**src/rtl/apb_arb_pkg.sv**
```systemverilog
// Shared definitions for the APB requester arbiter: FSM encoding,
// default widths and the grant-index width helper.
package apb_arb_pkg;

    typedef enum logic [1:0] {
        IDLE   = 2'd0,
        SETUP  = 2'd1,
        ACCESS = 2'd2
    } state_t;

    localparam int DEF_NREQ    = 4;
    localparam int DEF_AW      = 8;
    localparam int DEF_DW      = 8;
    localparam int DEF_TIMEOUT = 15;

    // Width of a requester index; never below one bit so ports stay legal.
    function automatic int gnt_w(input int n);
        return (n <= 2) ? 1 : $clog2(n);
    endfunction

endpackage

```
**src/rtl/rr_arbiter.sv**
```systemverilog
// Combinational round-robin picker: the search starts at ptr, wraps
// around, and the first eligible requester in rotated order wins.
module rr_arbiter
    import apb_arb_pkg::*;
#(
    parameter int NREQ = DEF_NREQ,
    parameter int GW   = gnt_w(NREQ)
) (
    input  logic [NREQ-1:0] eligible,
    input  logic [GW-1:0]   ptr,
    output logic [NREQ-1:0] grant,
    output logic [GW-1:0]   idx,
    output logic            any_valid
);

    localparam logic [GW:0] N_W = (GW+1)'(NREQ);

    logic [GW:0] pos;

    // Rotated priority search starting at the round-robin pointer.
    always_comb begin
        // NOTE: every output gets a default first so no path leaves a value held, which would infer a latch.
        grant     = '0;
        idx       = '0;
        any_valid = 1'b0;
        pos       = '0;
        for (int off = 0; off < NREQ; off++) begin
            pos = {1'b0, ptr} + (GW+1)'(off);
            if (pos >= N_W) pos = pos - N_W;
            if (!any_valid && eligible[pos[GW-1:0]]) begin
                any_valid            = 1'b1;
                grant[pos[GW-1:0]]   = 1'b1;
                idx                  = pos[GW-1:0];
            end
        end
    end

endmodule

```
**src/rtl/apb_req_arbiter.sv**
```systemverilog
// Shares one APB master port between NREQ local requesters. Round-robin
// grant in IDLE, one SETUP cycle, then ACCESS until pready or timeout;
// the served requester gets a one-cycle ack (with err on timeout).
module apb_req_arbiter
    import apb_arb_pkg::*;
#(
    parameter  int NREQ    = DEF_NREQ,
    parameter  int AW      = DEF_AW,
    parameter  int DW      = DEF_DW,
    parameter  int TIMEOUT = DEF_TIMEOUT,
    localparam int GW      = gnt_w(NREQ)
) (
    input  logic               clk,
    input  logic               prst,
    input  logic [NREQ-1:0]    req,
    input  logic [NREQ-1:0]    wr,
    input  logic [NREQ*AW-1:0] addr_p,
    input  logic [NREQ*DW-1:0] data_p,
    output logic [NREQ-1:0]    ack,
    output logic               err,
    output logic [DW-1:0]      rdata,
    output logic [GW-1:0]      gnt_id,
    output logic               psel,
    output logic               penable,
    output logic               pwrite,
    output logic [AW-1:0]      paddr,
    output logic [DW-1:0]      pwdata,
    input  logic [DW-1:0]      prdata,
    input  logic               pready
);

    // Last pready-low ACCESS cycle allowed; the abort happens on it.
    localparam logic [7:0] TO_LAST = 8'(TIMEOUT - 1);

    state_t          state;
    logic [GW-1:0]   ptr;
    logic [7:0]      wait_cnt;

    logic [NREQ-1:0] eligible;
    logic [NREQ-1:0] win_oh;
    logic [GW-1:0]   win_idx;
    logic            any_valid;
    logic            sel_wr;
    logic [AW-1:0]   sel_addr;
    logic [DW-1:0]   sel_data;
    logic [GW-1:0]   next_ptr;

    // A requester still seeing its ack has not yet dropped req; skip it.
    assign eligible = req & ~ack;

    assign next_ptr = (gnt_id == GW'(NREQ - 1)) ? '0 : gnt_id + 1'b1;

    rr_arbiter #(
        .NREQ (NREQ),
        .GW   (GW)
    ) u_rr (
        .eligible  (eligible),
        .ptr       (ptr),
        .grant     (win_oh),
        .idx       (win_idx),
        .any_valid (any_valid)
    );

    // One-hot AND-OR mux of the winning requester's transfer fields.
    always_comb begin
        sel_wr   = 1'b0;
        sel_addr = '0;
        sel_data = '0;
        for (int i = 0; i < NREQ; i++) begin
            if (win_oh[i]) begin
                sel_wr   = sel_wr   | wr[i];
                sel_addr = sel_addr | addr_p[i*AW +: AW];
                sel_data = sel_data | data_p[i*DW +: DW];
            end
        end
    end

    // Transfer sequencer with registered APB, grant and completion outputs.
    always_ff @(posedge clk) begin
        // NOTE: state is updated with non-blocking assignments so every register samples pre-edge values.
        if (prst) begin
            state    <= IDLE;
            ptr      <= '0;
            wait_cnt <= '0;
            ack      <= '0;
            err      <= 1'b0;
            rdata    <= '0;
            gnt_id   <= '0;
            psel     <= 1'b0;
            penable  <= 1'b0;
            pwrite   <= 1'b0;
            paddr    <= '0;
            pwdata   <= '0;
        end else begin
            ack   <= '0;
            err   <= 1'b0;
            rdata <= '0;
            case (state)
                IDLE: begin
                    if (any_valid) begin
                        pwrite   <= sel_wr;
                        paddr    <= sel_addr;
                        pwdata   <= sel_data;
                        gnt_id   <= win_idx;
                        psel     <= 1'b1;
                        penable  <= 1'b0;
                        wait_cnt <= '0;
                        state    <= SETUP;
                    end
                end
                SETUP: begin
                    penable <= 1'b1;
                    state   <= ACCESS;
                end
                ACCESS: begin
                    if (pready) begin
                        if (!pwrite) rdata <= prdata;
                        ack[gnt_id] <= 1'b1;
                        psel        <= 1'b0;
                        penable     <= 1'b0;
                        ptr         <= next_ptr;
                        state       <= IDLE;
                    end else begin
                        wait_cnt <= wait_cnt + 8'd1;
                        if (wait_cnt == TO_LAST) begin
                            ack[gnt_id] <= 1'b1;
                            err         <= 1'b1;
                            psel        <= 1'b0;
                            penable     <= 1'b0;
                            ptr         <= next_ptr;
                            state       <= IDLE;
                        end
                    end
                end
                default: state <= IDLE;
            endcase
        end
    end

endmodule

```
**config.mk**
```make
export PLATFORM = sky130hd
export DESIGN_NAME = apb_req_arbiter
export DESIGN_NICKNAME = d
export VERILOG_FILES = /design/src/rtl/apb_arb_pkg.sv /design/src/rtl/rr_arbiter.sv /design/src/rtl/apb_req_arbiter.sv
export SDC_FILE = /design/constraint.sdc
export NUM_CORES = 1
export LEC_CHECK = 0
export BUFFER_PORTS_ARGS = -buffer_cell sky130_fd_sc_hd__buf_2
export CAP_MARGIN = 20
export CELL_PAD_IN_SITES_DETAIL_PLACEMENT = 1
export CELL_PAD_IN_SITES_GLOBAL_PLACEMENT = 1
export CORE_MARGIN = 5
export CORE_UTILIZATION = 37
export CTS_CLUSTER_SIZE = 30
export DETAILED_ROUTE_END_ITERATION = 12
export PLACE_DENSITY = 0.83
export SYNTH_ARGS = -nofsm -noshare
export SYNTH_HDL_FRONTEND = slang
export SYNTH_SLANG_ARGS = --single-unit
```
**constraint.sdc**
```tcl
create_clock -name clk -period 4.45 [get_ports clk]
set_clock_uncertainty 0.05 [all_clocks]
set_input_delay 0.2225 -clock clk [delete_from_list [all_inputs] [get_ports clk]]
set_output_delay 0.2225 -clock clk [all_outputs]
set_load 0.03 [all_outputs]
```
==> flow_summary.json, run 1 <==
{
  "status": "completed",
  "finalWorstSetupSlack_ps": 1000,
  "cts_tree": "built",
  "maxSlewViolCount": 0,
  "ir_drop_mv": 0.175,
  "path_cells": "inv_2 -> ha_1 -> and3_1 -> o21ai_0 -> o22ai_1 -> a221oi_2 -> nand2b_1 -> a311oi_1",
  "grt_pass1_wl_um": 14000,
  "ys_types": 46,
  "insertion_delay_ps": 310,
  "dieArea_um2": 9310,
  "rsz0062_at_grt": "false",
  "crit_fanout": 17,
  "finalNetCount": 538,
  "area_growth_pct": 26.8,
  "cts_resized": 0,
  "vias_per_cell": 5.17,
  "num_vias": 2796,
  "postSynth.asyncResetShare": 0,
  "start_kind": "flip-flop",
  "tns_ps": 0,
  "period_share": 0.774,
  "track_usage": 0.192,
  "rows": 31,
  "synth_commonest_cells": "nor2_1 (55), dfxtp_1 (46), nand2b_1 (41), inv_1 (25), a311oi_1 (17)",
  "syn_nets": 428,
  "post-place-ws_ps": 904,
  "start_util": 0.382,
  "synth-adder-area-share": 0.0633,
  "dr.pass1.iters": 4,
  "slowest_stage": "a221oi_2",
  "r2r_slack_ps": 1000,
  "worstPathBufferInverterCount": 1,
  "r2r_start": "ptr[0]$_SDFFE_PP0P_",
  "cts_hold_buf": 0,
  "hpwlAfterDp_um": 6770,
  "wire_per_inst_um": 16.2,
  "root_buffer": "clkbuf_8",
  "ys_warn_count": 0,
  "grt_start_max_net_pins": 32,
  "insertedDiodeCount": 0,
  "clk_pin_slew_ps": 100,
  "htreeDepth": 2,
  "avgSynthCellArea_um2": 8.36,
  "synth-edff-count": 0,
  "slew_headroom": 0.275,
  "period_minus_slack_ps": 3450,
  "max_freq_ghz": 0.290,
  "cts_max_path_buffers": 2,
  "cp.required_ps": 4570,
  "synth_top_cell_by_area": "dfxtp_1",
  "rr_worst_depth": 8,
  "hold_viol_final": 0,
  "drive_gt1_frac": 0.335,
  "drv_cap": 0,
  "ys_ff_latch": 46,
  "syn_area_um2": 2770,
  "r2r_end": "paddr[0]$_SDFFE_PP0P_",
  "cpPeakStageDelay_ps": 950,
  "core-area_um2": 7250,
  "synth-simple-area-share": 0.302,
  "synth_top_flop_cell": "dfxtp_1",
  "io_pins": 117,
  "leakagePower_nw": 1.62,
  "yosys-top-cells-area": "dfxtp_1 (33%), nand2b_1 (9.3%), nor2_1 (7.5%)",
  "port_buffers": 116,
  "yosysTopAreaCellShare": 0.333,
  "hold_depth": 2,
  "worstHoldPathType": "primary input to flip-flop",
  "netlist_instances": 331,
  "globalRouteOverflowTotal": 0,
  "yosysSeqAreaShare": 0.333,
  "synth_top_family_by_area": "simple AND/OR/NAND/NOR gates",
  "end_kind": "flip-flop",
  "setup_viol": 0,
  "die_y_um": 96.5,
  "post_cts_buffers": 0,
  "power_density_nw_per_um2": 314,
  "grt_pass1_vias": 2994,
  "drc": 0,
  "ant_nets": 0,
  "synthXorXnorAreaFrac": 0.0190,
  "synth_compound_area_frac": 0.192,
  "cp_top_family": "compound AO/OA/AOI/OAI gates",
  "worstMarginPinSlew_ps": 1090,
  "cts.sinks": 46,
  "die_width_um": 96.5,
  "gp_congestion": 0.862,
  "drt-total-wl_um": 8740,
  "first_iter_violations": 114,
  "yosysMostFrequentCell": "nor2_1",
  "crit_type": "flip-flop to flip-flop",
  "cts_buffers": 5,
  "min_from": "prdata[3]",
  "muxShareOfSynthArea": 0.0276,
  "hold-path-endpoint": "rdata[3]$_SDFF_PP0_",
  "antenna_found_initial": 0,
  "cp_data_arrival_time_ps": 3560
}
state kept, by name (all words and copies together) (netlist names):
signal,count
wait_cnt,8
gnt_id,2
ptr,2
state,2
ack,4
penable,1
pwrite,1
err,1
paddr,8
psel,1
rdata,8
pwdata,8
worst reg2reg max path, cell delays in order, from the launching register on:
cell and delay, ps:
dfxtp_1 690, inv_2 230, ha_1 450, and3_1 210, o21ai_0 180, o22ai_1 220, a221oi_2 950, nand2b_1 230
a311oi_1 100
stage by stage:
| step | utilization | std cells | instance area, µm² | hold WS [ps] | power, mW |
|---|---|---|---|---|---|
| 2_1_floorplan | - | 331 | 2770 | 250 | 0.721 |
| 3_3_place_gp | 0.469 | 532 | 3400 | 371 | 0.829 |
| 3_5_place_dp | 0.469 | 532 | 3400 | 376 | 0.839 |
| 4_1_cts | 0.482 | 540 | 3500 | 45.6 | 1.11 |
| 5_1_grt | 0.484 | 541 | 3510 | 53.1 | 1.16 |
| 6_report | 0.484 | 541 | 3510 | 55.3 | 1.10 |
cell type report:
| class | instances | area (µm²) |
|---|---|---|
| clock inverters | 3 | 25.0 |
| flip-flops and latches | 46 | 921 |
| multi-input cells | 244 | 1670 |
| inverters | 26 | 97.6 |
| clock buffers | 5 | 68.8 |
| fillers | 937 | 3740 |
| repair buffers | 118 | 599 |
| well taps | 99 | 124 |
worst max path at each step:
stage	start	to	cells past startpoint
6_report	ptr[0]$_SDFFE_PP0P_	paddr[0]$_SDFFE_PP0P_	8
5_1_grt	ptr[0]$_SDFFE_PP0P_	paddr[6]$_SDFFE_PP0P_	8
4_1_cts	ptr[0]$_SDFFE_PP0P_	pwdata[7]$_SDFFE_PP0P_	8
3_5_place_dp	ptr[0]$_SDFFE_PP0P_	pwdata[7]$_SDFFE_PP0P_	8
3_3_place_gp	ptr[0]$_SDFFE_PP0P_	pwdata[7]$_SDFFE_PP0P_	8
2_1_floorplan	ptr[1]$_SDFFE_PP0P_	paddr[0]$_SDFFE_PP0P_	8
routing by layer:
layer | vias up | wire (µm) | track usage
met1 | 1326 | 3580 | 0.224
met5 | - | 0 | 0
li1 | 1366 | - | -
met4 | 0 | 139 | 0.0561
met3 | 12 | 611 | 0.0496
met2 | 92 | 4410 | 0.345
logic make-up (layout without fill, tap and decap cells):
logic type / after synthesis / count (layout)
AND/OR/NAND/NOR: 154 / 154
multiplexers: 5 / 5
AO/OA/AOI/OAI: 65 / 65
XOR/XNOR: 6 / 6
adder cells (fa/ha/maj): 14 / 14
buffers and inverters: 41 / 152
flip-flops: 46 / 46
where the power goes:
group | internal (mW) | leakage (nW) | switching, mW
Clock | 0.114 | 0.0447 | 0.158
Sequential | 0.444 | 0.376 | 0.0231
Combinational | 0.146 | 1.20 | 0.218
Total | 0.703 | 1.62 | 0.399
placed cells by master, fill, tap and decap left out, types with 6 or more instances in the layout:
cell type and n:
buf_2 116, nor2_1 55, dfxtp_1 46, nand2b_1 41, inv_1 25, a311oi_1 17
ha_1 14, and2_1 13, nand2_1 11, o22a_1 11, nand3_1 9, a21oi_1 9
xor2_1 6, o22a_2 6
(Power assumes the default switching activity.)
==> run 2, diff against run 1 <==
--- a/config.mk
+++ b/config.mk
@@ -5,15 +5,16 @@
 export SDC_FILE = /design/constraint.sdc
 export NUM_CORES = 1
 export LEC_CHECK = 0
+export ABC_AREA = 1
 export BUFFER_PORTS_ARGS = -buffer_cell sky130_fd_sc_hd__buf_2
 export CAP_MARGIN = 20
 export CELL_PAD_IN_SITES_DETAIL_PLACEMENT = 1
 export CELL_PAD_IN_SITES_GLOBAL_PLACEMENT = 1
 export CORE_MARGIN = 5
-export CORE_UTILIZATION = 37
+export CORE_UTILIZATION = 32
 export CTS_CLUSTER_SIZE = 30
 export DETAILED_ROUTE_END_ITERATION = 12
-export PLACE_DENSITY = 0.83
+export PLACE_DENSITY = 0.77
 export SYNTH_ARGS = -nofsm -noshare
 export SYNTH_HDL_FRONTEND = slang
 export SYNTH_SLANG_ARGS = --single-unit
==> constraint.sdc (replaced) <==
create_clock -name clk -period 3.51 [get_ports clk]
set_clock_uncertainty 0.05 [all_clocks]
set_input_delay 0.1755 -clock clk [delete_from_list [all_inputs] [get_ports clk]]
set_output_delay 0.1755 -clock clk [all_outputs]
set_load 0.03 [all_outputs]
==> run 2 against run 1 <==
Final cell count increased by 16%. Global-route usage decreased by 2.2 points. Core utilization fell by 6.1 points. Fmax increased by 26%. Sequential cell count unchanged. First-iteration DRC count shrank 40%. Register-to-register slack worse by 230 ps. Count of clock-buffer cells in the layout did not move. Critical path type unchanged. Critical endpoint is now wait_cnt[2]$_SDFFE_PP0P_. Largest cell class unchanged. Largest power group unchanged. Highest routed layer unchanged.
==> flow_summary.json, run 2 <==
{
  "rows": 33,
  "insertedDiodeCount": 0,
  "end_kind": "flip-flop",
  "crit_fanout": 22,
  "cts.sinks": 46,
  "first_iter_violations": 68,
  "seqPwrFrac": 0.393,
  "port_buffers": 116,
  "ys_warn_count": 0,
  "hpwlAfterDp_um": 7090,
  "ys_ff_latch": 46,
  "drv_cap": 0,
  "top_usage_layer": "met2",
  "wire_per_inst_um": 13.7,
  "use_met2": 0.311,
  "use_met3": 0.0464,
  "worstMarginPinSlew_ps": 669,
  "cp.required_ps": 3700,
  "start_kind": "flip-flop",
  "cp_data_arrival_time_ps": 2920,
  "finalWorstSetupSlack_ps": 779,
  "post_cts_buffers": 0,
  "post-place-ws_ps": 741,
  "use_met1": 0.193,
  "nFillCells": 1158,
  "switching_power_mw": 0.622,
  "crit_type": "flip-flop to flip-flop",
  "netlist_instances": 406,
  "synth_commonest_cells": "nand2_1 (184), dfxtp_1 (46), inv_1 (30), nor2_1 (24), nand3_1 (16)",
  "clkPwrFrac": 0.250,
  "area_growth_pct": 28.0,
  "root_buffer": "clkbuf_8",
  "die_width_um": 102,
  "cts_resized": 0,
  "status": "completed",
  "clk_pin_slew_ps": 90,
  "syn_nets": 503,
  "dr.pass1.iters": 4,
  "power_density_nw_per_um2": 456,
  "max_freq_ghz": 0.366,
  "ant_nets": 0,
  "leakagePower_nw": 1.90,
  "rsz0062_at_grt": "false",
  "insertion_delay_ps": 300,
  "cts_max_path_buffers": 2,
  "cpPeakStageDelay_ps": 560,
  "slowest_stage": "dfxtp_1",
  "postSynth.asyncResetShare": 0,
  "period_minus_slack_ps": 2730,
  "yosysSeqAreaShare": 0.338,
  "final_common_cell": "nand2_1",
  "intPower_mw": 0.967,
  "track_usage": 0.170,
  "globalRouteOverflowTotal": 0,
  "p_total_mw": 1.59,
  "syn_area_um2": 2730,
  "slew_headroom": 0.553,
  "yosysMostFrequentCell": "nand2_1",
  "gp_congestion": 0.861,
  "start_util": 0.330,
  "antenna_found_initial": 0,
  "synth-edff-count": 0,
  "ys_types": 31,
  "drt-total-wl_um": 8570,
  "yosys-top-cells-area": "dfxtp_1 (34%), nand2_1 (25%), ha_1 (6.4%)",
  "period_share": 0.778,
  "hold_viol_final": 0,
  "maxSlewViolCount": 0,
  "synth_top_flop_cell": "dfxtp_1",
  "post-route-util": 0.423,
  "grt_start_max_net_pins": 23,
  "die_y_um": 102,
  "grt_pass1_wl_um": 14100,
  "power.share.combinational": 0.358,
  "dieArea_um2": 10500,
  "drc": 0,
  "yosysTopAreaCellShare": 0.338,
  "tns_ps": 0,
  "path_cells": "inv_2 -> ha_1 -> inv_1 -> nand2_2 -> nand2_4 -> nor2_8 -> nand2_2 -> o21ai_4 -> inv_2 -> nor2_4 -> o21ai_1 -> a21oi_1",
  "avgSynthCellArea_um2": 6.72,
  "num_vias": 2884,
  "cts_buffers": 5,
  "vias_per_cell": 4.60,
  "io_pins": 117,
  "finalNetCount": 618,
  "mostFrequentLayoutCells": "nand2_1 (184), buf_2 (116), dfxtp_1 (46)",
  "worstPathBufferInverterCount": 3,
  "cts_tree": "built",
  "cp_top_family": "simple AND/OR/NAND/NOR gates",
  "setup_viol": 0,
  "ir_drop_mv": 0.181,
  "drive_gt1_frac": 0.299,
  "worstHoldPathType": "primary input to flip-flop",
  "grt_pass1_vias": 3171,
  "core-area_um2": 8260,
  "swShare": 0.392,
  "synth_top_cell_by_area": "dfxtp_1",
  "htreeDepth": 2
}
## run 2: changes by cell type after synthesis, sizes merged, moves of 5 or more
cell	change
a221oi	-5
clkbuf	-10
nand3	+14
and2	-13
nor2	-28
nand2	+184
inv	+7
a311oi	-17
nand2b	-41
o22a	-17
o21ai	+19
## run 2: worst register-to-register path, delay by kind of cell, from the launching register on
family,cells,cell delay (ps)
AND/OR/NAND/NOR,5,820
flip-flops,1,560
AO/OA/AOI/OAI,3,450
adder cells (fa/ha/maj),1,420
buffers and inverters,3,370
## run 2: area by class of cell
| cell class | count | area [µm²] | area share |
|---|---|---|---|
| inverter | 34 | 133 | 0.0380 |
| sequential | 46 | 921 | 0.264 |
| timing repair buffer | 117 | 591 | 0.169 |
| clock inverter | 3 | 45.0 | 0.0129 |
| clock buffer | 5 | 68.8 | 0.0197 |
| multi-input combinational | 317 | 1600 | 0.459 |
| tap | 105 | 131 | 0.0376 |
## run 2: logic make-up (layout without fill, tap and decap cells)
family | Yosys count | count (layout) | share of synthesized area
buf+inv | 43 | 159 | 0.0753
xor+xnor | 4 | 4 | 0.0129
flops | 46 | 46 | 0.338
compound gates | 40 | 40 | 0.0840
fa+ha+maj | 14 | 14 | 0.0643
simple gates | 259 | 259 | 0.426
## run 2: path summary, 6_finish.rpt
path	startpoint	slack (ps)	depth (start not counted)	endpoint
max reg2reg	ptr[0]$_SDFFE_PP0P_	780	12	wait_cnt[2]$_SDFFE_PP0P_
min	prdata[4]	30	3	rdata[4]$_SDFF_PP0_
min reg2reg	paddr[7]$_SDFFE_PP0P_	400	2	paddr[7]$_SDFFE_PP0P_
max	ptr[0]$_SDFFE_PP0P_	780	12	wait_cnt[2]$_SDFFE_PP0P_
## run 2: metal layers
metal | vias to the layer above | wire (µm)
met3 | 7 | 570
met2 | 82 | 4340
met4 | 0 | 104
li1 | 1498 | -
met5 | - | 0
met1 | 1297 | 3550
## run 2: power by group through the flow
stage	sequential [mW]	combinational (mW)	clock (mW)
finish	0.624	0.568	0.397
global route	0.633	0.640	0.435
CTS	0.625	0.583	0.417
detailed placement	0.636	0.579	0
global placement	0.634	0.570	0
floorplan	0.726	0.315	0
## run 2: what timing repair did
action                                 CTS  global route
endpoints found under the hold margin    1             0
hold buffers                             1             0
setup endpoints to repair                0             0
## run 2: through the flow
| stage | cell area [µm²] | hold slack (ps) | instances |
|---|---|---|---|
| floorplan | 2730 | 204 | 406 |
| global placement | 3370 | 314 | 618 |
| detailed placement | 3370 | 313 | 618 |
| CTS | 3490 | 19.3 | 627 |
| global route | 3490 | 23.6 | 627 |
| finish | 3490 | 32.0 | 627 |
